### config.mk
export PLATFORM = sky130hd
export DESIGN_NAME = axis_window_crop
export DESIGN_NICKNAME = d
export VERILOG_FILES = /design/src/rtl/axis_window_crop.sv
export SDC_FILE = /design/constraint.sdc
export NUM_CORES = 1
export LEC_CHECK = 0
export CORE_MARGIN = 2
export CORE_UTILIZATION = 55
export CTS_CLUSTER_DIAMETER = 50
export CTS_CLUSTER_SIZE = 24
export DETAILED_ROUTE_END_ITERATION = 12
export GPL_ROUTABILITY_DRIVEN = 0
export GPL_TIMING_DRIVEN = 0
export PLACE_DENSITY = 0.78
export SKIP_CTS_REPAIR_TIMING = 1
export SYNTH_ARGS = -nofsm -noshare
export SYNTH_HDL_FRONTEND = slang
export SYNTH_SLANG_ARGS = --single-unit
### constraint.sdc
create_clock -name clk -period 10.5 [get_ports clk]
set_clock_uncertainty 0.2 [all_clocks]
set_input_delay 2.625 -clock clk [delete_from_list [all_inputs] [get_ports clk]]
set_output_delay 2.625 -clock clk [all_outputs]
set_load 0.01 [all_outputs]
### src/rtl/axis_window_crop.sv
// axis_window_crop: AXI4-Stream video crop.
// Tracks the (row, col) position of every accepted input pixel, latches the
// crop window on each start-of-frame pixel and forwards only the pixels that
// fall inside that window through a single registered output stage. The
// forwarded pixels form a well-formed smaller frame: tuser marks the first
// window pixel and tlast marks the end of each window row.
module axis_window_crop #(
  parameter int C_PIXEL_WIDTH = 8,
  parameter int C_IMG_WBITS   = 12,
  parameter int C_IMG_HBITS   = 12
) (
  input  logic                     clk,
  input  logic                     resetn,
  input  logic [C_IMG_WBITS-1:0]   win_left,
  input  logic [C_IMG_HBITS-1:0]   win_top,
  input  logic [C_IMG_WBITS-1:0]   win_width,
  input  logic [C_IMG_HBITS-1:0]   win_height,
  input  logic                     s_axis_tvalid,
  output logic                     s_axis_tready,
  input  logic [C_PIXEL_WIDTH-1:0] s_axis_tdata,
  input  logic                     s_axis_tuser,
  input  logic                     s_axis_tlast,
  output logic                     m_axis_tvalid,
  input  logic                     m_axis_tready,
  output logic [C_PIXEL_WIDTH-1:0] m_axis_tdata,
  output logic                     m_axis_tuser,
  output logic                     m_axis_tlast
);

  localparam logic [C_IMG_WBITS-1:0]   ZERO_W = {C_IMG_WBITS{1'b0}};
  localparam logic [C_IMG_HBITS-1:0]   ZERO_H = {C_IMG_HBITS{1'b0}};
  localparam logic [C_IMG_WBITS-1:0]   ONE_W  = {{(C_IMG_WBITS-1){1'b0}}, 1'b1};
  localparam logic [C_IMG_HBITS-1:0]   ONE_H  = {{(C_IMG_HBITS-1){1'b0}}, 1'b1};
  localparam logic [C_PIXEL_WIDTH-1:0] ZERO_P = {C_PIXEL_WIDTH{1'b0}};

  // Position of the next pixel to arrive (valid only while a frame is active).
  logic [C_IMG_WBITS-1:0]   col_r;
  logic [C_IMG_HBITS-1:0]   row_r;
  logic                     frame_active_r;

  // Window captured on the last start-of-frame pixel.
  logic [C_IMG_WBITS-1:0]   lat_left_r;
  logic [C_IMG_WBITS-1:0]   lat_width_r;
  logic [C_IMG_HBITS-1:0]   lat_top_r;
  logic [C_IMG_HBITS-1:0]   lat_height_r;

  // Output register stage.
  logic                     m_valid_r;
  logic                     m_user_r;
  logic                     m_last_r;
  logic [C_PIXEL_WIDTH-1:0] m_data_r;

  // Per-pixel decode of the pixel currently on the input bus.
  logic                     ready_s;
  logic                     accept_s;
  logic                     active_s;
  logic [C_IMG_WBITS-1:0]   cur_col_s;
  logic [C_IMG_HBITS-1:0]   cur_row_s;
  logic [C_IMG_WBITS-1:0]   eff_left_s;
  logic [C_IMG_WBITS-1:0]   eff_width_s;
  logic [C_IMG_HBITS-1:0]   eff_top_s;
  logic [C_IMG_HBITS-1:0]   eff_height_s;
  logic [C_IMG_WBITS:0]     col_end_s;
  logic [C_IMG_HBITS:0]     row_end_s;
  logic                     row_hit_s;
  logic                     col_hit_s;
  logic                     sel_s;
  logic                     first_s;
  logic                     last_s;

  // The input may move whenever the output register is empty or draining;
  // dropped pixels follow the same rule so ordering stays simple.
  assign ready_s       = ~m_valid_r | m_axis_tready;
  assign accept_s      = s_axis_tvalid & ready_s;
  assign s_axis_tready = ready_s;

  assign m_axis_tvalid = m_valid_r;
  assign m_axis_tuser  = m_user_r;
  assign m_axis_tlast  = m_last_r;
  assign m_axis_tdata  = m_data_r;

  // Decode the current pixel's position and test it against the window.
  always_comb begin
    // A start-of-frame pixel is (0,0) and is judged against the live window,
    // since that is the value being latched on this very pixel.
    if (s_axis_tuser) begin
      cur_col_s    = ZERO_W;
      cur_row_s    = ZERO_H;
      eff_left_s   = win_left;
      eff_width_s  = win_width;
      eff_top_s    = win_top;
      eff_height_s = win_height;
      active_s     = 1'b1;
    end else begin
      cur_col_s    = col_r;
      cur_row_s    = row_r;
      eff_left_s   = lat_left_r;
      eff_width_s  = lat_width_r;
      eff_top_s    = lat_top_r;
      eff_height_s = lat_height_r;
      active_s     = frame_active_r;
    end
    // One extra bit so left+width and top+height never wrap.
    col_end_s = {1'b0, eff_left_s} + {1'b0, eff_width_s};
    row_end_s = {1'b0, eff_top_s} + {1'b0, eff_height_s};
    row_hit_s = (cur_row_s >= eff_top_s) && ({1'b0, cur_row_s} < row_end_s);
    col_hit_s = (cur_col_s >= eff_left_s) && ({1'b0, cur_col_s} < col_end_s);
    sel_s     = active_s & row_hit_s & col_hit_s;
    first_s   = (cur_row_s == eff_top_s) && (cur_col_s == eff_left_s);
    // A short input row closes the window row early on its own last pixel.
    last_s    = s_axis_tlast | (({1'b0, cur_col_s} + {1'b0, ONE_W}) == col_end_s);
  end

  // Advance the row/column position on every accepted input pixel.
  always_ff @(posedge clk or negedge resetn) begin
    if (!resetn) begin
      col_r <= ZERO_W;
      row_r <= ZERO_H;
    end else if (accept_s) begin
      if (s_axis_tlast) begin
        col_r <= ZERO_W;
        row_r <= cur_row_s + ONE_H;
      end else begin
        col_r <= cur_col_s + ONE_W;
        row_r <= cur_row_s;
      end
    end
  end

  // Capture the window on each accepted start-of-frame pixel.
  always_ff @(posedge clk or negedge resetn) begin
    if (!resetn) begin
      frame_active_r <= 1'b0;
      lat_left_r     <= ZERO_W;
      lat_width_r    <= ZERO_W;
      lat_top_r      <= ZERO_H;
      lat_height_r   <= ZERO_H;
    end else if (accept_s && s_axis_tuser) begin
      frame_active_r <= 1'b1;
      lat_left_r     <= win_left;
      lat_width_r    <= win_width;
      lat_top_r      <= win_top;
      lat_height_r   <= win_height;
    end
  end

  // Output register: load selected pixels, empty on a transfer, hold on a stall.
  always_ff @(posedge clk or negedge resetn) begin
    if (!resetn) begin
      m_valid_r <= 1'b0;
      m_user_r  <= 1'b0;
      m_last_r  <= 1'b0;
      m_data_r  <= ZERO_P;
    end else if (accept_s && sel_s) begin
      m_valid_r <= 1'b1;
      m_user_r  <= first_s;
      m_last_r  <= last_s;
      m_data_r  <= s_axis_tdata;
    end else if (m_axis_tready) begin
      m_valid_r <= 1'b0;
    end
  end

endmodule

==> results.yml, run 1 <==
synthesis:
  synthFlopType: "dfrtp_1"
  synthArstFlopShare_pct: 100
  synth_area_leader_cell: "dfrtp_1"
  synth.distinct_cells: 65
  syn_nets: 779
  yosysWarnings: 0
  avgSynthCellArea_sq_um: 10.2
  netlist_instances: 642
  synth_edf_count: 0
  netlist_area_sq_mm: 0.00654
  synth_top_area_share_pct: 32.1
  yosysSeqAreaShare_pct: 32.1
  synthTopCellsByArea: "dfrtp_1, ha_1, mux2_2, mux2i_1, xnor2_1"
  ys_ff_latch: 84
worst_setup_path:
  arrival_ns: 8.25
  worstPathMaxFanout: 10
  crit_family: "buffers and inverters"
  critPathMaxStageDelay_ns: 0.68
  required_ns: 10.53
  path_buf_inv: 6
  startpoint_type: "input pin"
  critPathSlowestCell: "clkbuf_1"
  crit_type: "in -> reg"
  cp-end-kind: "flip-flop"
power_and_ir_drop:
  seq_power_share_pct: 33.4
  powerDensity_mw_per_mm2: 141
  p_sw_w: 0.000354
  power_frac_comb_pct: 35.0
  swShare_pct: 32.2
  p_leak_nw: 3.61
  vdd_drop_max_mv: 0.114
  pwr-share-clk_pct: 31.6
  p_int_w: 0.000746
cells_and_area:
  drive_gt1_share_pct: 17.0
  finalNetCount: 863
  stdcell_area_sq_mm: 0.00777
  antenna_cells: 0
  n_fill_cell: 928
  area_delta_synth_final_pct: 18.9
  layout_common_cells: "dfrtp_1, mux2_2, ha_1"
  layout.cells.most_common: "dfrtp_1"
clocking:
  numCtsBuffers: 9
  htree_levels: 3
  cts-root-buf: "clkbuf_16"
  clk_pin_slew_ns: 0.07
  clock_path_buffers: 2
  cts_tree: "done"
  clock-sinks: 84
  clock_latency_ns: 0.35
place:
  port_buffers: 72
  hpwl_um: 11800
  dpl_cell_area_sq_mm: 0.00746
  dp_worst_setup_slack_ns: 1.97
sta:
  finalMaxSlewViolations: 0
  fin_ws_ns: 2.28
  timing.fmax_ghz: 0.122
  hold_ws_ns: 0.281
  min_period_ns: 8.22
  worst_pin_slew_ns: 0.818
  setup_violations: 0
  fin_setup_tns_ns: 0
  rsz0062_at_grt: "false"
  layout_worst_path_cycle_share_pct: 78.3
  relSlewSlack_pct: 45.4
  hold_violations: 0
floorplanning:
  core_area_sq_mm: 0.0115
  die_height_um: 113
  rows: 39
  io_pins: 74
  die_area_sq_mm: 0.0128
  die_w_um: 113
  start_util_pct: 56.8
grt:
  antenna_found_initial: 0
  grt_usage_pct: 25.0
  grt_pass1_wl_um: 25700
  grt_max_degree: 44
  first_global_vias: 5364
  grt-ovfl-total: 0
drt:
  met3_length_um: 603
  firstDrtPassIters: 8
  ant_nets: 0
  drc_errors: 3
  wirelength_um: 15300
  dr_total_vias: 5081
  highest_layer: "met4"
  wl_met2_um: 7980
  vias_per_cell: 5.81
  drtIter0Drc: 260
  wl_met1_um: 6300
  routedWlPerCell_um: 17.5
run:
  drv_cap: 0
run_status:
  failed_checks: "DRC"
  outcome: "complete, but fails checks"
min_path:
  hold_path_class: "reg -> reg"
## registers in the layout (all words and copies together) (netlist names), 8 cells and up
name and cells:
col_r 12, lat_height_r 12, lat_left_r 12, lat_top_r 12, lat_width_r 12, m_axis_tdata 8, row_r 12
## cell usage after synthesis, types with 2 or more instances
cell and instances:
nand2_1 33, a221oi_2 2, and4_1 2, buf_6 2
buf_1 6, nor2b_1 28, mux2i_1 24, nor2_1 34
buf_2 2, a21o_1 10, o21bai_1 3, mux2_2 74
o21a_1 8, and3_1 7, and2_1 3, or2_2 4
o211ai_1 3, a22o_1 6, fa_1 2, mux2_4 8
clkbuf_1 9, or3_1 2, xor2_1 23, nor3_1 10
o21ai_0 21, nor3b_1 3, nand3_1 11, xnor2_1 23
ha_1 73, nand2b_1 9, inv_1 36, o21ai_1 2
a21oi_1 27, o2111ai_1 3, nand4_1 10, a211oi_1 3
o31ai_1 5, dfrtp_1 84
## cell families (layout without fill, tap and decap cells)
family / Yosys count / count (layout) / synth area share, %
AOI/OAI and AO/OA: 106 / 106 / 11.0
adders and majority gates: 75 / 75 / 14.6
xor gates and xnor gates: 48 / 48 / 6.66
buffers and inverters: 56 / 145 / 3.54
muxes: 106 / 106 / 18.3
DFF: 84 / 84 / 32.1
and+or+nand+nor: 167 / 167 / 13.8
## power by group through the flow
stage	Sequential [W]	Combinational, W	Clock [W]
final	0.000367	0.000385	0.000348
after global routing	0.000371	0.000430	0.000365
after CTS	0.000367	0.000384	0.000352
after detailed placement	0.000373	0.000379	0
after global placement	0.000371	0.000360	0
after floorplan	0.000369	0.000282	0
## per-stage QoR
step / total power [W] / util [%] / instances
after floorplan: 0.000651 / - / 642
after global placement: 0.000731 / 64.6 / 857
after detailed placement: 0.000752 / 64.7 / 858
after CTS: 0.00110 / 67.5 / 874
after global routing: 0.00117 / 67.5 / 874
final: 0.00110 / 67.5 / 874
## layout make-up
| cell class | count | area, sq um | area share, % |
|---|---|---|---|
| plain buffers | 20 | 96.3 | 1.24 |
| clock buffers | 10 | 229 | 2.95 |
| clock inverters | 6 | 87.6 | 1.13 |
| inverters | 36 | 135 | 1.74 |
| multi-input cells | 502 | 4210 | 54.1 |
| flip-flops and latches | 84 | 2100 | 27.0 |
| well taps | 143 | 179 | 2.30 |
| repair buffers | 73 | 738 | 9.50 |
## worst paths after layout
path | startpoint | to | slack [ns] | cells past startpoint
max | s_axis_tuser | m_axis_tdata[5] | 2.28 | 26
min | frame_active_r | frame_active_r | 0.28 | 1
max reg2reg | lat_top_r[1] | m_axis_tdata[5] | 5.87 | 22
min reg2reg | frame_active_r | frame_active_r | 0.28 | 1
max in group asynchronous | resetn | lat_top_r[6] | 7.40 | 2
min in group asynchronous | resetn | col_r[9] | 2.06 | 1
## metal layers
layer,up-vias,GRT usage (%)
li1,2472,-
met1,2471,30.2
met2,106,45.0
met3,32,3.86
met4,0,9.11
met5,-,0
Power figures use the tool's default switching activity.
==> run 2: changes to the inputs <==
clock period = 8.62 ns   (was 10.5 ns; I/O delays follow)
==> results of run 2 <==
Same layout as run 1 (identical final DEF). Status: complete, but fails checks: DRC.
Among the figures that moved: setup slack after placement 1.97 ns -> 0.565 ns; setup slack after layout 2.28 ns -> 0.874 ns; register-to-register setup slack 5.87 ns -> 3.99 ns; total power 0.00110 W -> 0.00134 W; worst IR drop on VDD 0.114 mV -> 0.139 mV
